--- src/rtl/ps2_key_decoder.sv ---
// PS/2 set-2 keyboard receiver: folds E0/F0/E1 prefixes into one ps2_key event per make/break.
// Latency: about 2 sync + FILTER_LEN + 2 clk_sys cycles from the final ps2_clk fall to the ps2_key update.
// Backpressure: none; events are held in ps2_key and announced by a toggle of ps2_key[10].
module ps2_key_decoder #(
    parameter int FILTER_LEN  = 8,
    parameter int TIMEOUT_CYC = 48000
) (
    input  logic        clk_sys,
    input  logic        reset_n,
    input  logic        ps2_clk_in,
    input  logic        ps2_dat_in,
    output logic [10:0] ps2_key,
    output logic        frame_err,
    output logic        busy
);

    localparam int FW = $clog2(FILTER_LEN + 1);
    localparam int TW = $clog2(TIMEOUT_CYC + 1);
    localparam logic [FW-1:0] FC_MAX = FW'(FILTER_LEN - 1);
    localparam logic [TW-1:0] TO_MAX = TW'(TIMEOUT_CYC - 1);

    logic          clk_meta, clk_sync, dat_meta, dat_sync;
    logic          filt_clk, strobe;
    logic [FW-1:0] filt_cnt;

    logic [10:0]   sr, sr_n, shifted;
    logic [3:0]    bit_cnt, bit_cnt_n;
    logic [TW-1:0] to_cnt, to_n;
    logic          ext, ext_n, rel, rel_n;
    logic [2:0]    skip, skip_n;
    logic [10:0]   key_n;
    logic          err_n;
    logic [7:0]    rx_byte;
    logic          frame_ok, status_byte;

    // Input synchronisers and clock deglitch filter; strobe marks a filtered falling edge.
    always_ff @(posedge clk_sys or negedge reset_n) begin
        if (!reset_n) begin
            clk_meta <= 1'b1;
            clk_sync <= 1'b1;
            dat_meta <= 1'b1;
            dat_sync <= 1'b1;
            filt_clk <= 1'b1;
            filt_cnt <= '0;
            strobe   <= 1'b0;
        end else begin
            clk_meta <= ps2_clk_in;
            clk_sync <= clk_meta;
            dat_meta <= ps2_dat_in;
            dat_sync <= dat_meta;
            strobe   <= 1'b0;
            if (clk_sync == filt_clk) begin
                filt_cnt <= '0;
            end else if (filt_cnt == FC_MAX) begin
                filt_clk <= clk_sync;
                filt_cnt <= '0;
                strobe   <= filt_clk;
            end else begin
                filt_cnt <= filt_cnt + FW'(1);
            end
        end
    end

    assign shifted = {dat_sync, sr[10:1]};
    assign rx_byte = shifted[8:1];
    assign frame_ok = !shifted[0] && shifted[10] && (^shifted[9:1]);

    always_comb begin
        status_byte = 1'b0;
        case (rx_byte)
            8'h00, 8'hAA, 8'hEE, 8'hFA, 8'hFE, 8'hFF: status_byte = 1'b1;
            default: status_byte = 1'b0;
        endcase
    end

    always_comb begin
        sr_n      = sr;
        bit_cnt_n = bit_cnt;
        to_n      = to_cnt;
        ext_n     = ext;
        rel_n     = rel;
        skip_n    = skip;
        key_n     = ps2_key;
        err_n     = 1'b0;
        if (strobe) begin
            sr_n = shifted;
            to_n = '0;
            if (bit_cnt == 4'd10) begin
                bit_cnt_n = '0;
                if (!frame_ok) begin
                    err_n  = 1'b1;
                    ext_n  = 1'b0;
                    rel_n  = 1'b0;
                    skip_n = '0;
                end else if (skip != '0) begin
                    skip_n = skip - 3'd1;
                end else if (rx_byte == 8'hE1) begin
                    // Pause sends E1 followed by seven bytes that carry no key meaning
                    skip_n = 3'd7;
                end else if (rx_byte == 8'hE0) begin
                    ext_n = 1'b1;
                end else if (rx_byte == 8'hF0) begin
                    rel_n = 1'b1;
                end else if (!(status_byte && !ext && !rel)) begin
                    key_n = {~ps2_key[10], ~rel, ext, rx_byte};
                    ext_n = 1'b0;
                    rel_n = 1'b0;
                end
            end else begin
                bit_cnt_n = bit_cnt + 4'd1;
            end
        end else if (bit_cnt == '0) begin
            to_n = '0;
        end else if (to_cnt == TO_MAX) begin
            bit_cnt_n = '0;
            to_n      = '0;
            err_n     = 1'b1;
            ext_n     = 1'b0;
            rel_n     = 1'b0;
        end else begin
            to_n = to_cnt + TW'(1);
        end
    end

    always_ff @(posedge clk_sys or negedge reset_n) begin
        if (!reset_n) begin
            sr        <= '0;
            bit_cnt   <= '0;
            to_cnt    <= '0;
            ext       <= 1'b0;
            rel       <= 1'b0;
            skip      <= '0;
            ps2_key   <= '0;
            frame_err <= 1'b0;
        end else begin
            sr        <= sr_n;
            bit_cnt   <= bit_cnt_n;
            to_cnt    <= to_n;
            ext       <= ext_n;
            rel       <= rel_n;
            skip      <= skip_n;
            ps2_key   <= key_n;
            frame_err <= err_n;
        end
    end

    assign busy = (bit_cnt != '0);

endmodule
--- config.mk ---
export PLATFORM = sky130hd
export DESIGN_NAME = ps2_key_decoder
export DESIGN_NICKNAME = d
export VERILOG_FILES = /design/src/rtl/ps2_key_decoder.sv
export SDC_FILE = /design/constraint.sdc
export NUM_CORES = 1
export LEC_CHECK = 0
export CAP_MARGIN = 20
export CORE_MARGIN = 2
export CORE_UTILIZATION = 40
export DETAILED_ROUTE_END_ITERATION = 8
export GPL_ROUTABILITY_DRIVEN = 0
export PLACE_DENSITY = 0.67
export SYNTH_ARGS = -nofsm -noshare
export SYNTH_HDL_FRONTEND = slang
export SYNTH_SLANG_ARGS = --single-unit
--- constraint.sdc ---
create_clock -name clk_sys -period 5.1 [get_ports clk_sys]
set_input_delay 0.51 -clock clk_sys [delete_from_list [all_inputs] [get_ports clk_sys]]
set_output_delay 0.51 -clock clk_sys [all_outputs]
set_load 0.01 [all_outputs]
=== Word level (Yosys, flattened, before mapping) ===
Index checks and enable logic that the tools add are counted.

* Register bits after elaboration: 58
* Input port bits: 4
* Output and inout port bits: 13
* Word-level logic and storage cells: 105

* Add/sub/neg operators: 4
* Equality and inequality tests: 21
* Muxes and demuxes: 37
* Bitwise logic cells: 8
* Reductions and logical operators: 20

{| class="wikitable"
|+ Operators with widths
! cell !! number
|-
| $eq A8 B8 Y1 const B || 8
|-
| $mux W16 || 3
|-
| $mux W1 || 25
|-
| $mux W4 || 6
|-
| $add A16 B1 Y16 const B || 1
|-
| $eq A16 B16 Y1 const B || 1
|-
| $reduce_and A7 Y1 || 2
|-
| $ne A4 B4 Y1 const B || 3
|-
| $mux W3 || 3
|-
| $ne A3 B3 Y1 const B || 3
|-
| $reduce_xor A9 Y1 || 1
|-
| $add A4 B1 Y4 const B || 2
|-
| $logic_not A8 Y1 || 1
|-
| $not A1 Y1 || 8
|-
| $reduce_and A8 Y1 || 1
|-
| $reduce_or A6 Y1 || 1
|-
| $eq A4 B3 Y1 const B || 1
|-
| $eq A4 B4 Y1 const B || 1
|-
| $logic_and A1 B1 Y1 || 4
|-
| $logic_not A4 Y1 || 1
|-
| $reduce_and A2 Y1 || 2
|-
| $reduce_bool A4 Y1 || 1
|-
| $logic_not A1 Y1 || 3
|-
| $ne A3 B1 Y1 const B || 1
|-
| 7 further kinds || 7
|}

=== Logic depth before layout (Yosys ltp) ===
* Depth after elaboration: 13
* Gate-level depth with buffers: 8
* Depth with buffers taken out: 7

=== Worst setup path before layout ===
No wires, ideal clock.

* Path type: flip-flop to flip-flop
* Start: reg sr[2]
* End: reg ps2_key[0]
* Library setup time: 0.125 ns
* Arrival: 2.222 ns
* Required time: 4.975 ns
* Slack: 2.753 ns
* Stages on the path, launching flop included: 9
* Path buffers: 1
* Clock period less this slack: 2.347 ns
* Cells stage by stage: dfrtp_1 -> inv_1 -> ha_1 -> xnor3_1 -> xnor2_1 -> nor3b_4 -> o2111ai_2 -> buf_6 -> mux2_4

* Cells in the longest elaborated chain, start to end: 7
* Elaborated cells between the ends (all ways): 20
* Those cells by class: eq/ne (8); mux (1); bitwise (4); reduce/logical (7)

{| class="wikitable"
|+ Ends and longest elaborated chain
! what !! RTL line !! RTL
|-
| start, declared || 26 || <nowiki>logic [10:0] sr, sr_n, shifted;</nowiki>
|-
| start signal, assigned || 136 || <nowiki>sr <= sr_n;</nowiki>
|-
| $eq A8 B8 Y1 / $logic_not A8 Y1 (equally long branches) || 70 || <nowiki>case (rx_byte)</nowiki>
|-
| $reduce_or A6 Y1 || 70 ||
|-
| $mux W1 || 70 ||
|-
| $logic_and A1 B1 Y1 (2 in a row) || 104 || <nowiki>end else if (!(status_byte && !ext && !rel)) begin</nowiki>
|-
| $not A1 Y1 (no line) || -- ||
|-
| $reduce_and A8 Y1 (no line) || -- ||
|-
| end signal, assigned || 142 || <nowiki>ps2_key <= key_n;</nowiki>
|-
| end, declared || 12 || <nowiki>output logic [10:0] ps2_key,</nowiki>
|}

Parallel ways exist; a longest one is shown, timed or not.
A chain may end at the register's enable or synchronous reset.

=== Worst setup path after layout ===
* Start: reg sr[3]
* End: reg ps2_key[3]

* Cells in the longest elaborated chain, start to end: 7
* Elaborated cells between the ends (all ways): 20
* Those cells by class: eq/ne (8); mux (1); bitwise (4); reduce/logical (7)

{| class="wikitable"
|+ Ends and longest elaborated chain
! what !! RTL line
|-
| $eq A8 B8 Y1 / $logic_not A8 Y1 (equally long branches) || 70
|-
| $reduce_or A6 Y1 || 70
|-
| $mux W1 || 70
|-
| $logic_and A1 B1 Y1 (2 in a row) || 104
|-
| $not A1 Y1 (no line) || --
|-
| $reduce_and A8 Y1 (no line) (*) || --
|}

Every way passes the cells marked *; elsewhere a longest branch is shown, timed or not.

==> flow_summary.json <==
{
  "startpoint_type": "flop",
  "antenna_found_initial": 0,
  "clkLatencyLatePin_ps": 320,
  "fillCellCount": 622,
  "instances_no_fill": 379,
  "tns_ps": 0,
  "grt_max_degree": 58,
  "vias": 1816,
  "grt_overflow_total": 0,
  "cap_viol_max_count": 0,
  "synth_flop_cell": "dfrtp_1",
  "cts_tree": "done",
  "endpoint_kind": "flop",
  "first_pass_iters": 4,
  "post-route-period-util_pct": 55.5,
  "clock.fmax_ghz": 0.353,
  "start_util_pct": 41.5,
  "reg2reg_depth": 7,
  "clock_path_buffers": 2,
  "maxSlewHeadroom_pct": 42.6,
  "grtUsageTotal_pct": 14.1,
  "critPathBufInv": 1,
  "hold_class": "in2async",
  "post_drt_wl_per_cell_um": 12.1,
  "netlist-cell-type-count": 42,
  "post_cts_resized": 0,
  "drt-total-wl_um": 4590,
  "worstPathCellList": "inv_1, ha_1, xnor3_1, xnor2_1, nor3b_4, o2111ai_2, mux2_4",
  "power_leakage_nw": 1.46,
  "clock-sinks": 57,
  "core-area_um2": 6790,
  "die_h_um": 88.0,
  "vias_per_cell": 4.79,
  "cts_hold_buffers": 0,
  "worstSetupPathType": "reg2reg",
  "yosys.area.top_type": "dfrtp_1",
  "slew_violations": 0,
  "die-width_um": 88.0,
  "clkSlewWorstSetupHoldPaths_ps": 60,
  "die_area_um2": 7740,
  "io_buffer_count": 16,
  "syn_to_final_growth_pct": 16.6,
  "yosysWarnings": 0,
  "synth_seq_cells": 57,
  "drive_gt1_share_pct": 14.5,
  "powerDensity_nw_per_um2": 293,
  "rsz0062_at_grt": "no",
  "dpl.hpwl_um": 3200,
  "syn-mean-instance-area_um2": 11.0,
  "drt-initial-drc-count": 89,
  "slowest_stage": "o2111ai_2",
  "synth_edf_count": 0,
  "netlist_instances": 256,
  "drc": 0,
  "cts_inserted_buffers": 9,
  "htree_levels": 3,
  "root_buffer": "clkbuf_8",
  "cp_max_fo": 11,
  "synth-async-reset-ratio_pct": 100,
  "placementRows": 30,
  "postCtsSetupRepairBufs": 0,
  "r2r_slack_ps": 2270,
  "crit_family": "XOR/XNOR gates",
  "worst_slew_pin_slew_ps": 861,
  "placed_cell_area_um2": 3080,
  "syn_nets": 280,
  "grt_pass1_wl_um": 8410,
  "synth_top_area_share_pct": 46.1,
  "setup_viol": 0,
  "skew_ps": 5.39,
  "nNetsFinal": 303,
  "ys_seq_area_share_pct": 50.8,
  "fin_crit_ps": 2830,
  "grt_pass1_vias": 1849,
  "arrival_ps": 3040,
  "worstPathRequired_ps": 5310,
  "max-vdd-ir-drop_uv": 167,
  "postRouteAntennaNets": 0,
  "hold_viol": 0,
  "timing.rr.end": "ps2_key[3]",
  "place_inst": 364,
  "ios": 17,
  "insertedDiodeCount": 0,
  "r2r_start": "sr[3]",
  "outcome": "finished clean",
  "syn_area_um2": 2820,
  "cp_slowest_stage_delay_ps": 520,
  "synth.area.top_cells": "dfrtp_1, ha_1, dfstp_2",
  "crit_cells": 7,
  "final_area_um2": 3290
}
-- synthesized netlist by cell type, types with 2 or more instances --
library cell  number
nor4_1             2
a21oi_1            5
nand4_1            4
xor2_1             8
buf_2              2
nor2_1            28
ha_1              20
nor2b_1            2
a31oi_1            2
mux2_2             4
dfstp_2            5
or2_2              2
nor3b_1            2
xnor2_1           11
dfrtp_1           52
o21ai_0           16
mux2_4             8
a32o_1             2
clkbuf_1           2
nand3_1           16
nor3_1             4
nand2_1           21
o2111ai_1          2
inv_1             18
-- area by class of cell --
cell class,count,area [um^2],share of cell area (%)
inverters,18,67.6,2.05
flip-flops and latches,57,1430,43.6
well taps,96,120,3.65
multi-input cells,176,1290,39.3
clock inverters,2,35.0,1.07
clock buffers,13,179,5.44
repair buffers,17,163,4.94
-- stage by stage --
step           setup slack (ps)  hold WS [ps]  utilization [%]  total power, mW
2_1_floorplan              2750           214                -            0.516
3_3_place_gp               2320           346             45.3            0.533
3_5_place_dp               2250           349             45.3            0.534
4_1_cts                    2240           335             48.4            0.983
5_1_grt                    2050           359             48.4             1.01
6_report                   2270           314             48.4            0.964
-- placed cells by master, fill, tap and decap left out, types with 11 or more instances in the layout --
cell	count
clkbuf_8	13
dfrtp_1	52
nand3_1	16
xnor2_1	11
nand2_1	21
o21ai_0	16
nor2_1	28
inv_1	18
ha_1	20
clkdlybuf4s50_1	15
-- flip-flops by register name (all words and copies together) (netlist names), 3 cells and up --
register  cells
to_cnt       16
ps2_key      11
sr           10
bit_cnt       4
filt_cnt      4
skip          3
-- where the power goes --
group          internal, mW  switching [mW]  total, mW  leakage [nW]
registers             0.471          0.0113      0.482         0.777
clock network         0.275           0.164      0.439         0.112
logic                0.0195          0.0231     0.0426         0.569
total                 0.766           0.198      0.964          1.46
-- routing by layer --
metal / track usage [%] / up-vias / wire [um]
met5: 0 / - / 0
met3: 5.37 / 2 / 192
li1: - / 918 / -
met4: 4.20 / 0 / 17
met1: 18.1 / 868 / 2210
met2: 22.1 / 28 / 2180
-- kinds of logic after synthesis --
kind of cell	count (synthesis)	synth area share, %
AO/OA/AOI/OAI	33	7.27
XOR/XNOR	21	7.27
adder cells (fa/ha/maj)	20	8.87
buffers and inverters	23	3.41
flip-flops	57	50.8
multiplexers	13	6.21
AND/OR/NAND/NOR	89	16.2
-- worst max-delay path by stage --
stage                from         end  slack [ps]
finish              sr[3]  ps2_key[3]        2270
global route        sr[2]  ps2_key[5]        2050
CTS                 sr[2]  ps2_key[3]        2240
detailed placement  sr[3]  ps2_key[6]        2250
global placement    sr[2]  ps2_key[2]        2320
floorplan           sr[2]  ps2_key[0]        2750
(Power assumes the default switching activity.)
